## config.mk

```make
export PLATFORM = sky130hd
export DESIGN_NAME = sync_fifo_prog
export DESIGN_NICKNAME = d
export VERILOG_FILES = /design/src/rtl/sync_fifo_pkg.sv /design/src/rtl/fifo_wrap_ptr.sv /design/src/rtl/sync_fifo_prog.sv
export SDC_FILE = /design/constraint.sdc
export NUM_CORES = 1
export LEC_CHECK = 0
export ABC_AREA = 0
export CAP_MARGIN = 20
export CORE_MARGIN = 2
export CORE_UTILIZATION = 55
export CTS_CLUSTER_SIZE = 14
export DETAILED_ROUTE_END_ITERATION = 10
export GPL_ROUTABILITY_DRIVEN = 0
export PLACE_DENSITY = 0.73
export SLEW_MARGIN = 20
export SYNTH_ARGS = -nofsm -noshare
export SYNTH_HDL_FRONTEND = slang
export SYNTH_SLANG_ARGS = --single-unit
```

## constraint.sdc

```tcl
create_clock -name CLK -period 7 [get_ports CLK]
set_clock_uncertainty 0.15 [all_clocks]
set_input_delay 1.05 -clock CLK [delete_from_list [all_inputs] [get_ports CLK]]
set_output_delay 1.05 -clock CLK [all_outputs]
set_load 0.01 [all_outputs]
```

## src/rtl/sync_fifo_pkg.sv

```systemverilog
// Shared types and width helpers for the programmable synchronous FIFO.
// Imported by the pointer sub-module and the FIFO top level.
package sync_fifo_pkg;

  // Smallest width (at least 1) able to index "depth" distinct values.
  function automatic int clog2_depth(input int depth);
    int w;
    w = 1;
    for (int i = 1; i < 31; i++) begin
      if ((1 << i) < depth) w = i + 1;
    end
    return w;
  endfunction

  localparam int DEF_DWIDTH = 32;
  localparam int DEF_DEPTH  = 16;
  localparam int DEF_PTR_W  = clog2_depth(DEF_DEPTH);
  localparam int DEF_CNT_W  = clog2_depth(DEF_DEPTH + 1);

  // Per-cycle operation, encoded as {write accepted, read accepted}.
  typedef enum logic [1:0] {
    OP_IDLE = 2'b00,
    OP_RD   = 2'b01,
    OP_WR   = 2'b10,
    OP_RW   = 2'b11
  } fifo_op_e;

endpackage

```

## src/rtl/fifo_wrap_ptr.sv

```systemverilog
// Circular pointer register that wraps from DEPTH-1 back to zero.
// Works for any DEPTH >= 2, including non-powers of two.
module fifo_wrap_ptr
  import sync_fifo_pkg::*;
#(
  parameter int DEPTH = DEF_DEPTH,
  parameter int PW    = clog2_depth(DEPTH)
) (
  input  logic          clk,
  input  logic          rst_n,
  input  logic          inc,
  output logic [PW-1:0] ptr
);

  localparam logic [PW-1:0] LAST = PW'(DEPTH - 1);

  // Advance on enable; the last slot rolls over to 0, never to DEPTH.
  always_ff @(posedge clk) begin
    if (!rst_n) begin
      ptr <= '0;
    end else if (inc) begin
      ptr <= (ptr == LAST) ? '0 : ptr + 1'b1;
    end
  end

endmodule

```

## src/rtl/sync_fifo_prog.sv

```systemverilog
// Single-clock FIFO with any depth, FWFT or registered read, occupancy
// count, runtime watermarks and sticky overflow/underflow flags.
module sync_fifo_prog
  import sync_fifo_pkg::*;
#(
  parameter int DWIDTH = DEF_DWIDTH,
  parameter int DEPTH  = DEF_DEPTH,
  parameter bit FWFT   = 1'b1,
  parameter int CW     = clog2_depth(DEPTH + 1)
) (
  input  logic              CLK,
  input  logic              RST_N,
  input  logic              WR_EN,
  input  logic [DWIDTH-1:0] WR_DATA,
  output logic              FULL,
  output logic              ALMOST_FULL,
  input  logic              RD_EN,
  output logic [DWIDTH-1:0] RD_DATA,
  output logic              RD_VALID,
  output logic              EMPTY,
  output logic              ALMOST_EMPTY,
  input  logic [CW-1:0]     AF_THRESH,
  input  logic [CW-1:0]     AE_THRESH,
  output logic [CW-1:0]     COUNT,
  output logic              OVERFLOW,
  output logic              UNDERFLOW,
  input  logic              ERR_CLR
);

  localparam int PW = clog2_depth(DEPTH);
  localparam logic [CW-1:0] DEPTH_C = CW'(DEPTH);

  logic [DWIDTH-1:0] mem [DEPTH];
  logic [PW-1:0]     wptr;
  logic [PW-1:0]     rptr;
  logic [CW-1:0]     count;
  logic              wr_acc;
  logic              rd_acc;
  logic              ovf;
  logic              udf;
  fifo_op_e          op;

  // Acceptance looks only at this cycle's FULL/EMPTY, so a pop never
  // makes room for a same-cycle push and vice versa.
  assign wr_acc = WR_EN & ~FULL;
  assign rd_acc = RD_EN & ~EMPTY;
  assign op     = fifo_op_e'({wr_acc, rd_acc});

  assign FULL         = (count == DEPTH_C);
  assign EMPTY        = (count == '0);
  assign ALMOST_FULL  = (count >= AF_THRESH);
  assign ALMOST_EMPTY = (count <= AE_THRESH);
  assign COUNT        = count;
  assign OVERFLOW     = ovf;
  assign UNDERFLOW    = udf;

  fifo_wrap_ptr #(
    .DEPTH (DEPTH),
    .PW    (PW)
  ) u_wptr (
    .clk   (CLK),
    .rst_n (RST_N),
    .inc   (wr_acc),
    .ptr   (wptr)
  );

  fifo_wrap_ptr #(
    .DEPTH (DEPTH),
    .PW    (PW)
  ) u_rptr (
    .clk   (CLK),
    .rst_n (RST_N),
    .inc   (rd_acc),
    .ptr   (rptr)
  );

  // Storage write; contents are never reset, only the pointers are.
  always_ff @(posedge CLK) begin
    if (RST_N && wr_acc) begin
      mem[wptr] <= WR_DATA;
    end
  end

  // Occupancy tracks the net effect of accepted push and pop.
  always_ff @(posedge CLK) begin
    if (!RST_N) begin
      count <= '0;
    end else begin
      unique case (op)
        OP_WR:   count <= count + 1'b1;
        OP_RD:   count <= count - 1'b1;
        default: count <= count;
      endcase
    end
  end

  // Sticky error flags; a new error in the clear cycle keeps the flag.
  always_ff @(posedge CLK) begin
    if (!RST_N) begin
      ovf <= 1'b0;
      udf <= 1'b0;
    end else begin
      ovf <= (WR_EN & FULL) | (ovf & ~ERR_CLR);
      udf <= (RD_EN & EMPTY) | (udf & ~ERR_CLR);
    end
  end

  if (FWFT) begin : g_fwft
    assign RD_DATA  = mem[rptr];
    assign RD_VALID = ~EMPTY;
  end else begin : g_reg
    logic [DWIDTH-1:0] rd_q;
    logic              rv_q;

    // Registered read port: load head on pop, valid for one cycle.
    always_ff @(posedge CLK) begin
      if (!RST_N) begin
        rd_q <= '0;
        rv_q <= 1'b0;
      end else begin
        rv_q <= rd_acc;
        if (rd_acc) rd_q <= mem[rptr];
      end
    end

    assign RD_DATA  = rd_q;
    assign RD_VALID = rv_q;
  end

endmodule

```

# Word level (Yosys, flattened, before mapping)
# Memory sizes are Yosys's and may differ from the RTL's. A register that Yosys moved wholly into a read port is not among the register bits.
# Index checks and enable logic that the tools add are counted.
[totals]
ff_bits = 15
mem_bits_rw = 512
input_bits = 47
out_inout_bits = 44
elab_cells = 38
n_memories = 1
[classes]
n_addsub = 4
n_lt_le_gt_ge = 2
eq_ne = 5
mux = 7
bitwise = 11
n_reduce_logical = 3
[mem_list]
columns = ["name", "depth", "word_bits", "read_ports", "rd_ports_with_merged_regs", "write_ports", "line_no", "text"]
rows = [
  ["mem", 16, 32, 1, 1, 1, "sync_fifo_prog.sv:33", "logic [DWIDTH-1:0] mem [DEPTH];"],
]
[op_table]
columns = ["cell", "n"]
rows = [
  ["two-way mux 4 bit", 4],
  ["case mux 5 bit (2 select lines)", 1],
  ["adder 4 x 1 -> 4 bit, second input constant", 2],
  ["equality test 4 bit, second input constant", 2],
  ["AND 1 bit", 6],
  ["adder 5 x 1 -> 5 bit, second input constant", 1],
  ["equality test 5 bit, second input constant", 1],
  ["greater-or-equal comparator 5 bit", 1],
  ["less-or-equal comparator 5 bit", 1],
  ["zero test 5 bit", 1],
  ["subtractor 5 x 1 -> 5 bit, second input constant", 1],
  ["NOT 1 bit", 3],
  ["equality test 2 x 1 -> 1 bit, second input constant", 1],
  ["equality test 2 bit, second input constant", 1],
  ["two-way mux 1 bit", 2],
  ["bitwise OR 1 bit", 2],
  ["nonzero test 2 bit", 1],
  ["logical AND 1 bit", 1],
]

# Depth between registers and ports, before layout
# Gate-level depths: netlist (run 1).
[logic_depth]
ltp_word = 6
depth_mapped = 14
depth_no_buf = 12

# Modules after synthesis
# From an unflattened synthesis (run 1), not the netlist that was laid out.
[unflattened]
hier_cells = 935
area_unflattened_um2 = 20294.5
[by_module_without_submodules]
columns = ["module", "instances", "cells_per_inst", "area_per_inst_um2", "seq_area_each_um2"]
rows = [
  ["sync_fifo_prog", 1, 899, 19921.6, 15514.9],
  ["fifo_wrap_ptr", 2, 18, 186.4, 80.1],
]

# Least setup slack after synthesis (run 1)
# No wires, ideal clock.
[synth_timing]
kind = "input to register"
startpoint = "input port WR_EN"
endpoint = "memory mem[0][0] (netlist bit), enable pin"
setup_time_ps = 501
arrival_ps = 4720
setup_slack_ps = 1629
cell_stages = 3
path_buffers = 0
path_cell_list = "a21boi_1 inv_1 nor4_1"
[synth_via]
elab_chain_len = 4
[synth_lines]
columns = ["element", "line_no", "text"]
rows = [
  ["start, declared", "sync_fifo_prog.sv:13", "input logic WR_EN,"],
  ["AND 1 bit", "sync_fifo_prog.sv:45", "assign wr_acc = WR_EN & ~FULL;"],
  ["logical AND 1 bit", "sync_fifo_prog.sv:79", "if (RST_N && wr_acc) begin"],
  ["two-way mux 1 bit", "sync_fifo_prog.sv:79", ""],
  ["two-way mux 1 bit (not written as such)", "sync_fifo_prog.sv:80", "mem[wptr] <= WR_DATA;"],
  ["end, declared", "sync_fifo_prog.sv:33", ""],
]
# Every way passes these cells.

==> results by group, run 1 <==
Synth
  – Netlist cell types: 39
  – Yosys top cell by area: edfxtp_1
  – Syn Std Cell Area: about 20000 µm²
  – Synthesized area per cell: 23.6 µm²
  – Number of synthesized flops with an enable pin: 512
  – Number of warnings issued by yosys: 0
  – Synth top area share: 74.6%
  – Mapped Nets: 939
  – Synthesized flop and latch total: 531
  – Area contributors post-synth: edfxtp_1, mux4_2, dfxtp_1, ha_1, buf_6
  – Async set or reset register ratio after synthesis: 0%
  – Post-synthesis sequential area ratio: 76.4%
  – Synth Flop Type: edfxtp_1
  – Most instantiated library cell after synthesis: edfxtp_1
  – Commonest cells in the netlist: edfxtp_1, mux4_2, dfxtp_1, ha_1, buf_2
  – Cells after Synth: 873

Clocking
  – CTS root buffer: clkbuf_16
  – Buffer depth of the longest clock path: 3
  – CTS tree: done
  – Post-CTS Hold Fix Bufs: 0
  – Resize count post-CTS: 0
  – CTS sink cnt: 531
  – CTS H-tree lvls: 2
  – Post-CTS setup buffer count: 0
  – Clk_lat worst skew: 0.56 ns
  – Clock transition at path regs: 0.07 ns
  – Num CTS Buffers: between 50 and 60

Die
  – Initial Util: 56.0%
  – Chip width: 198 µm
  – Core area: 36800 µm²
  – Chip height: 198 µm
  – Full die area: 39000 µm²
  – Boundary pin count: 91
  – Row count: 70

Critical path
  – Reg2reg setup slack: 3.46 ns
  – CP top delay family: buffers and inverters
  – Crit-path cells: buf_16, buf_12, mux4_2, mux4_2, clkdlybuf4s50_1
  – Buffers plus inverters on the worst setup path: 3
  – Crit path max fanout: 39
  – R2R Path Start: COUNT[1]
  – Slowest stage delay, CP: 0.59 ns
  – Highest-delay cell along the critical path: dfxtp_4
  – CP startpoint kind: register
  – Critical R2R Capture: COUNT[4]
  – Setup crit end kind: primary output
  – Crit path kind: reg2out
  – Critical Path AT: 3.49 ns
  – Critical Path RT: about 5.8 ns
  – Crit-path most repeated cell: mux4_2
  – Number of cells on the worst reg-to-reg path: 11

Placed design
  – Placed cell count: 1411
  – PortBufs: 90
  – Final HPWL DP: between 20000 and 25000 µm

Global route
  – Gr usage total: 21.9%
  – Initial antenna violation count: 3
  – Largest net degree at the start of global routing: 53
  – Total congestion overflow: 0
  – Vias in the first global route: 9626
  – First-pass GRT wire length: ~61000 µm

Timing
  – Tcrit/Tclk final: 67.0%
  – Slew @ Worst Pin: 0.871 ns
  – Setup repair after global routing missed its margin: false
  – Setup Total Neg Slack: 0 ns
  – Fmax: around 0.21 GHz
  – Worst slew margin: 42.0%
  – Final setup vio count: 0
  – Max Slew Vio Count: 0
  – Tmin final: 4.69 ns
  – Fin. Hold Viols: 0

Flow run
  – Max cap viols: 0

Detailed routing
  – Vias: 9279
  – Post-route ant nets: 0
  – DRT iter0 DRCs: 914
  – Routed WL: between 40000 and 50000 µm
  – DR DRC count: 0
  – Avg WL per Cell: between 20 and 30 µm
  – Vias per cell: 6.16
  – Pre-Repair DR Iteration Count: 5

Power and ir drop
  – Pwr/cell area: 330 nW/µm²
  – Worst IR Drop VDD: 228 µV
  – Leak: 7.35 nW

Min path
  – Min-Delay Endpoint: u_wptr.ptr[3]
  – Worst Min Path Start: u_wptr.ptr[1]
  – Hold path depth: 2
  – Hold Path Class: reg2reg

Cells and area
  – Layout cells sized above 1: 25.7%
  – Final nets: 1063
  – Area growth from synthesis to layout: 14.7%
  – Fin cells: between 1500 and 2000
  – Final Util: 64.3%

Outcome
  – Status: finished, final reports clean
## metrics by stage
step                      instance area, µm²  power (mW)  hold slack [ns]  setup WS [ns]
after floorplan                        20600        4.83            0.325           1.63
after global placement                 22000        5.27            0.369           2.65
after detailed placement               22000        5.28            0.374           2.63
after CTS                              23600        7.85            0.381           2.01
after global routing                   23600        8.09            0.414           2.11
final                                  23600        7.79            0.379           2.31
## cells in the final DEF (no fill, tap or decap), drive strengths merged, types with 9 or more instances in the layout
master / n
edfxtp: 512
nand3: 9
ha: 19
clkinv: 25
dfxtp: 19
mux4: 160
inv: 16
clkdlybuf4s50: 90
nand2: 11
clkbuf: 63
buf: 23
and3: 11
## state kept, by name (all words and copies together), names as in the netlist, named ones only
| name | cells |
|---|---|
| COUNT | 5 |
| mem | 512 |
| UNDERFLOW | 1 |
| OVERFLOW | 1 |
| u_wptr.ptr | 4 |
| u_rptr.ptr | 4 |
## worst max path at each step
stage | end | slack (ns) | depth (start not counted)
after floorplan | mem[0][0] | 1.63 | 3
after global placement | RD_DATA[27] | 2.65 | 4
after detailed placement | RD_DATA[25] | 2.63 | 4
after CTS | RD_DATA[3] | 2.01 | 4
after global routing | RD_DATA[27] | 2.11 | 5
final | RD_DATA[3] | 2.31 | 5
## cell families (layout without fill, tap and decap cells)
| family | Yosys count | after routing | share of synthesized area (%) |
|---|---|---|---|
| xor+xnor | 5 | 5 | 0.213 |
| flops | 531 | 531 | 76.4 |
| buf+inv | 57 | 220 | 1.72 |
| simple gates | 67 | 67 | 1.81 |
| other cells | 0 | 2 | 0 |
| mux | 161 | 161 | 17.6 |
| compound gates | 33 | 33 | 1.03 |
| fa+ha+maj | 19 | 19 | 1.15 |
## area by class of cell
class | count | area (µm²)
antenna | 2 | 5.00
sequential | 531 | 15800
inverter | 15 | 56.3
clock inverter | 29 | 218
timing repair buffer | 113 | 1120
tap | 468 | 586
clock buffer | 63 | 1350
fill | 2387 | 13100
multi-input combinational | 285 | 4550
## routing by layer
| metal | global-route usage [%] | share of wire, % | vias to the layer above |
|---|---|---|---|
| met2 | 37.2 | 52 | 298 |
| met5 | 0 | 0.031 | - |
| met3 | 3.72 | 6.0 | 56 |
| met1 | 30.2 | 40 | 4941 |
| li1 | - | - | 3982 |
| met4 | 5.37 | 1.9 | 2 |
## power by group
| group | switching, mW | internal, mW |
|---|---|---|
| Clock | 1.11 | 1.48 |
| Combinational | 0.656 | 0.911 |
| Sequential | 0.0964 | 3.55 |
## tightest hold or removal path, delay by kind of cell, from the launching register on
family	cells	cell delay [ns]
simple gates	1	0.07
flops	1	0.35
compound gates	1	0.06
(Power assumes the default switching activity.)
==> run 2: changes to the inputs <==
==> constraint.sdc (replaced) <==
create_clock -name CLK -period 4.44 [get_ports CLK]
set_clock_uncertainty 0.15 [all_clocks]
set_input_delay 0.666 -clock CLK [delete_from_list [all_inputs] [get_ports CLK]]
set_output_delay 0.666 -clock CLK [all_outputs]
set_load 0.01 [all_outputs]
==> run 2 against run 1 <==
  * Register-to-register slack worse by 2.6 ns
  * Flip-flop and latch count stayed put
  * Utilization up 0.48 points
  * Via count fell by 0.17%
  * Cell count increased by 0.40%
  * Sequential share of layout area decreased by 0.49 points
  * Die area stayed put
  * Clock power grew 63%
  * First-iteration DRC count is 20% lower
  * Combinational power increased by 64%
  * Critical path depth shrank 1
==> results by group, run 2 (same netlist as run 1, synthesis figures left out) <==
Clocking
  – Clock transition at path regs: 0.06 ns (about the same)
  – Num CTS Buffers: 53 (+3.9%)
  – Post-CTS Hold Fix Bufs: 0 (unchanged)
  – CTS tree: done
  – Post-CTS setup buffer count: 0 (unchanged)
  – Resize count post-CTS: 0 (unchanged)
  – Buffer depth of the longest clock path: 3 (unchanged)
  – CTS sink cnt: 531 (unchanged)
  – CTS root buffer: clkbuf_16
  – CTS H-tree lvls: 2 (unchanged)
  – Clk_lat worst skew: 0.57 ns (about the same)

Critical path
  – Critical Path RT: 3.62 ns (-2.18 ns)
  – Crit path kind: reg2out
  – Slowest stage delay, CP: 0.61 ns (+0.02 ns)
  – CP top delay family: multiplexers
  – Setup crit end kind: primary output
  – Crit-path cells: buf_4, mux4_2, mux4_2, clkdlybuf4s50_1
  – Crit-path most repeated cell: mux4_2
  – Highest-delay cell along the critical path: dfxtp_4
  – Crit path max fanout: 25 (-36%)
  – Buffers plus inverters on the worst setup path: 2 (-1)
  – Critical Path AT: 3.07 ns (-0.42 ns)
  – CP startpoint kind: register

Detailed routing
  – DR DRC count: 0 (unchanged)
  – Vias per cell: 6.13 (-0.57%)
  – Routed WL: 40600 µm (-1.7%)
  – Pre-Repair DR Iteration Count: 5 (unchanged)
  – Vias: 9263 (-0.17%)
  – DRT iter0 DRCs: 735 (-20%)
  – Post-route ant nets: 0 (unchanged)
  – Avg WL per Cell: 26.9 µm (-2.1%)

Global route
  – GR Util met1: 30.8% (+0.60 points)
  – Met2 Use GR: 35.8% (-1.3 points)
  – Met3 Usage GRT: 3.21% (-0.51 points)
  – Busiest layer in global routing: met2
  – Total congestion overflow: 0 (unchanged)
  – Vias in the first global route: 9789 (+1.7%)
  – Largest net degree at the start of global routing: 53 (unchanged)
  – Gr usage total: 21.6% (-0.27 points)
  – Initial antenna violation count: 1 (-2)
  – First-pass GRT wire length: 61400 µm (+0.12%)

Die
  – Chip width: 198 µm (unchanged)
  – Full die area: 39000 µm² (unchanged)
  – Row count: 70 (unchanged)
  – Boundary pin count: 91 (unchanged)
  – Chip height: 198 µm (unchanged)
  – Core area: 36800 µm² (unchanged)
  – Initial Util: 56.0% (unchanged)

Timing
  – Slew @ Worst Pin: 0.731 ns (-0.140 ns)
  – Final worst slack: 0.556 ns (-1.76 ns)
  – Max Slew Vio Count: 0 (unchanged)
  – Tmin final: 3.88 ns
  – Fmax: 0.257 GHz
  – Final setup vio count: 0 (unchanged)
  – Fin. Hold Viols: 0 (unchanged)
  – Setup Total Neg Slack: 0 ns (unchanged)
  – Setup repair after global routing missed its margin: false
  – Worst slew margin: 51.3% (+9.3 points)
  – Tcrit/Tclk final: 87.5%

Power and ir drop
  – Total power draw: 12.5 mW (+60%)
  – Worst IR Drop VDD: 355 µV (+56%)
  – Pwr/cell area: 524 nW/µm² (+59%)
  – Leak: 7.43 nW (+1.0%)

Min path
  – Hold Path Class: reg2reg

Cells and area
  – Top reg by flops: mem
  – Area growth from synthesis to layout: 15.6%
  – Fillers: 2367 (-0.84%)
  – Layout cells sized above 1: 26.4% (+0.76 points)
  – ANT cells: 0 (-2)
  – Max FFs per register: 512 (unchanged)
  – Final nets: 1074 (+1.0%)
  – Most common cell after layout, fill and taps aside: edfxtp_1
  – Final Util: 64.8% (+0.48 points)
  – Most frequent cells in the layout: edfxtp_1, mux4_2, clkdlybuf4s50_1

Placed design
  – Post-place setup slack: 0.498 ns (-2.14 ns)
  – Final HPWL DP: 22800 µm (+14%)
  – PortBufs: 90 (unchanged)

Outcome
  – Status: finished, final reports clean

Flow run
  – Max cap viols: 0 (unchanged)
run 2: changes by cell type in the layout (fill, tap and decap cells not counted), sizes merged:
cell,delta
buf,+9
bufinv,+1
clkbuf,+5
clkinv,-9
clkinvlp,+1
diode,-2
inv,+1
run 2: power breakdown:
| group | switching, mW | internal (mW) | leakage (nW) | total [mW] |
|---|---|---|---|---|
| clock | 1.77 | 2.44 | 0.790 | 4.21 |
| combinational | 1.13 | 1.44 | 1.87 | 2.57 |
| sequential | 0.104 | 5.59 | 4.77 | 5.70 |
| total | 3.00 | 9.48 | 7.43 | 12.5 |
run 2: tightest hold or removal path: cells and delay by family (launching register included):
kind / cells / cell delay, ns
AOI/OAI and AO/OA: 1 / 0.08
DFF: 1 / 0.33
and+or+nand+nor: 1 / 0.06
run 2: cell type report:
cell class                      instances  area [µm²]  share of cell area [%]
Clock inverter                         23         218                   0.914
Timing Repair Buffer                  122        1240                    5.21
Clock buffer                           68        1400                    5.89
Inverter                               15        56.3                   0.236
Sequential cell                       531       15800                    66.2
Multi-Input combinational cell        285        4550                    19.1
Tap cell                              468         586                    2.46
run 2: final timing paths:
| check | start | to | slack, ns | cells after the start |
|---|---|---|---|---|
| min reg2reg | u_rptr.ptr[1] | register | 0.36 | 2 |
| min | u_rptr.ptr[1] | register | 0.36 | 2 |
| max reg2reg | COUNT[1] | COUNT[4] | 0.91 | 11 |
| max | register | RD_DATA[10] | 0.56 | 4 |
run 2: metal layers:
layer | vias up | wire (µm) | part of all wire, %
met4 | 2 | 864 | 2.1
met5 | - | 13 | 0.032
met2 | 279 | 20600 | 51
met3 | 65 | 2060 | 5.1
li1 | 4001 | - | -
met1 | 4916 | 17100 | 42
run 2: per-stage QoR:
step	hold slack (ns)	std cells	cell area, µm²
global route	0.392	1512	23800
detailed placement	0.347	1421	22200
CTS	0.356	1512	23800
finish	0.361	1512	23800
floorplan	0.325	873	20600
global placement	0.339	1421	22200
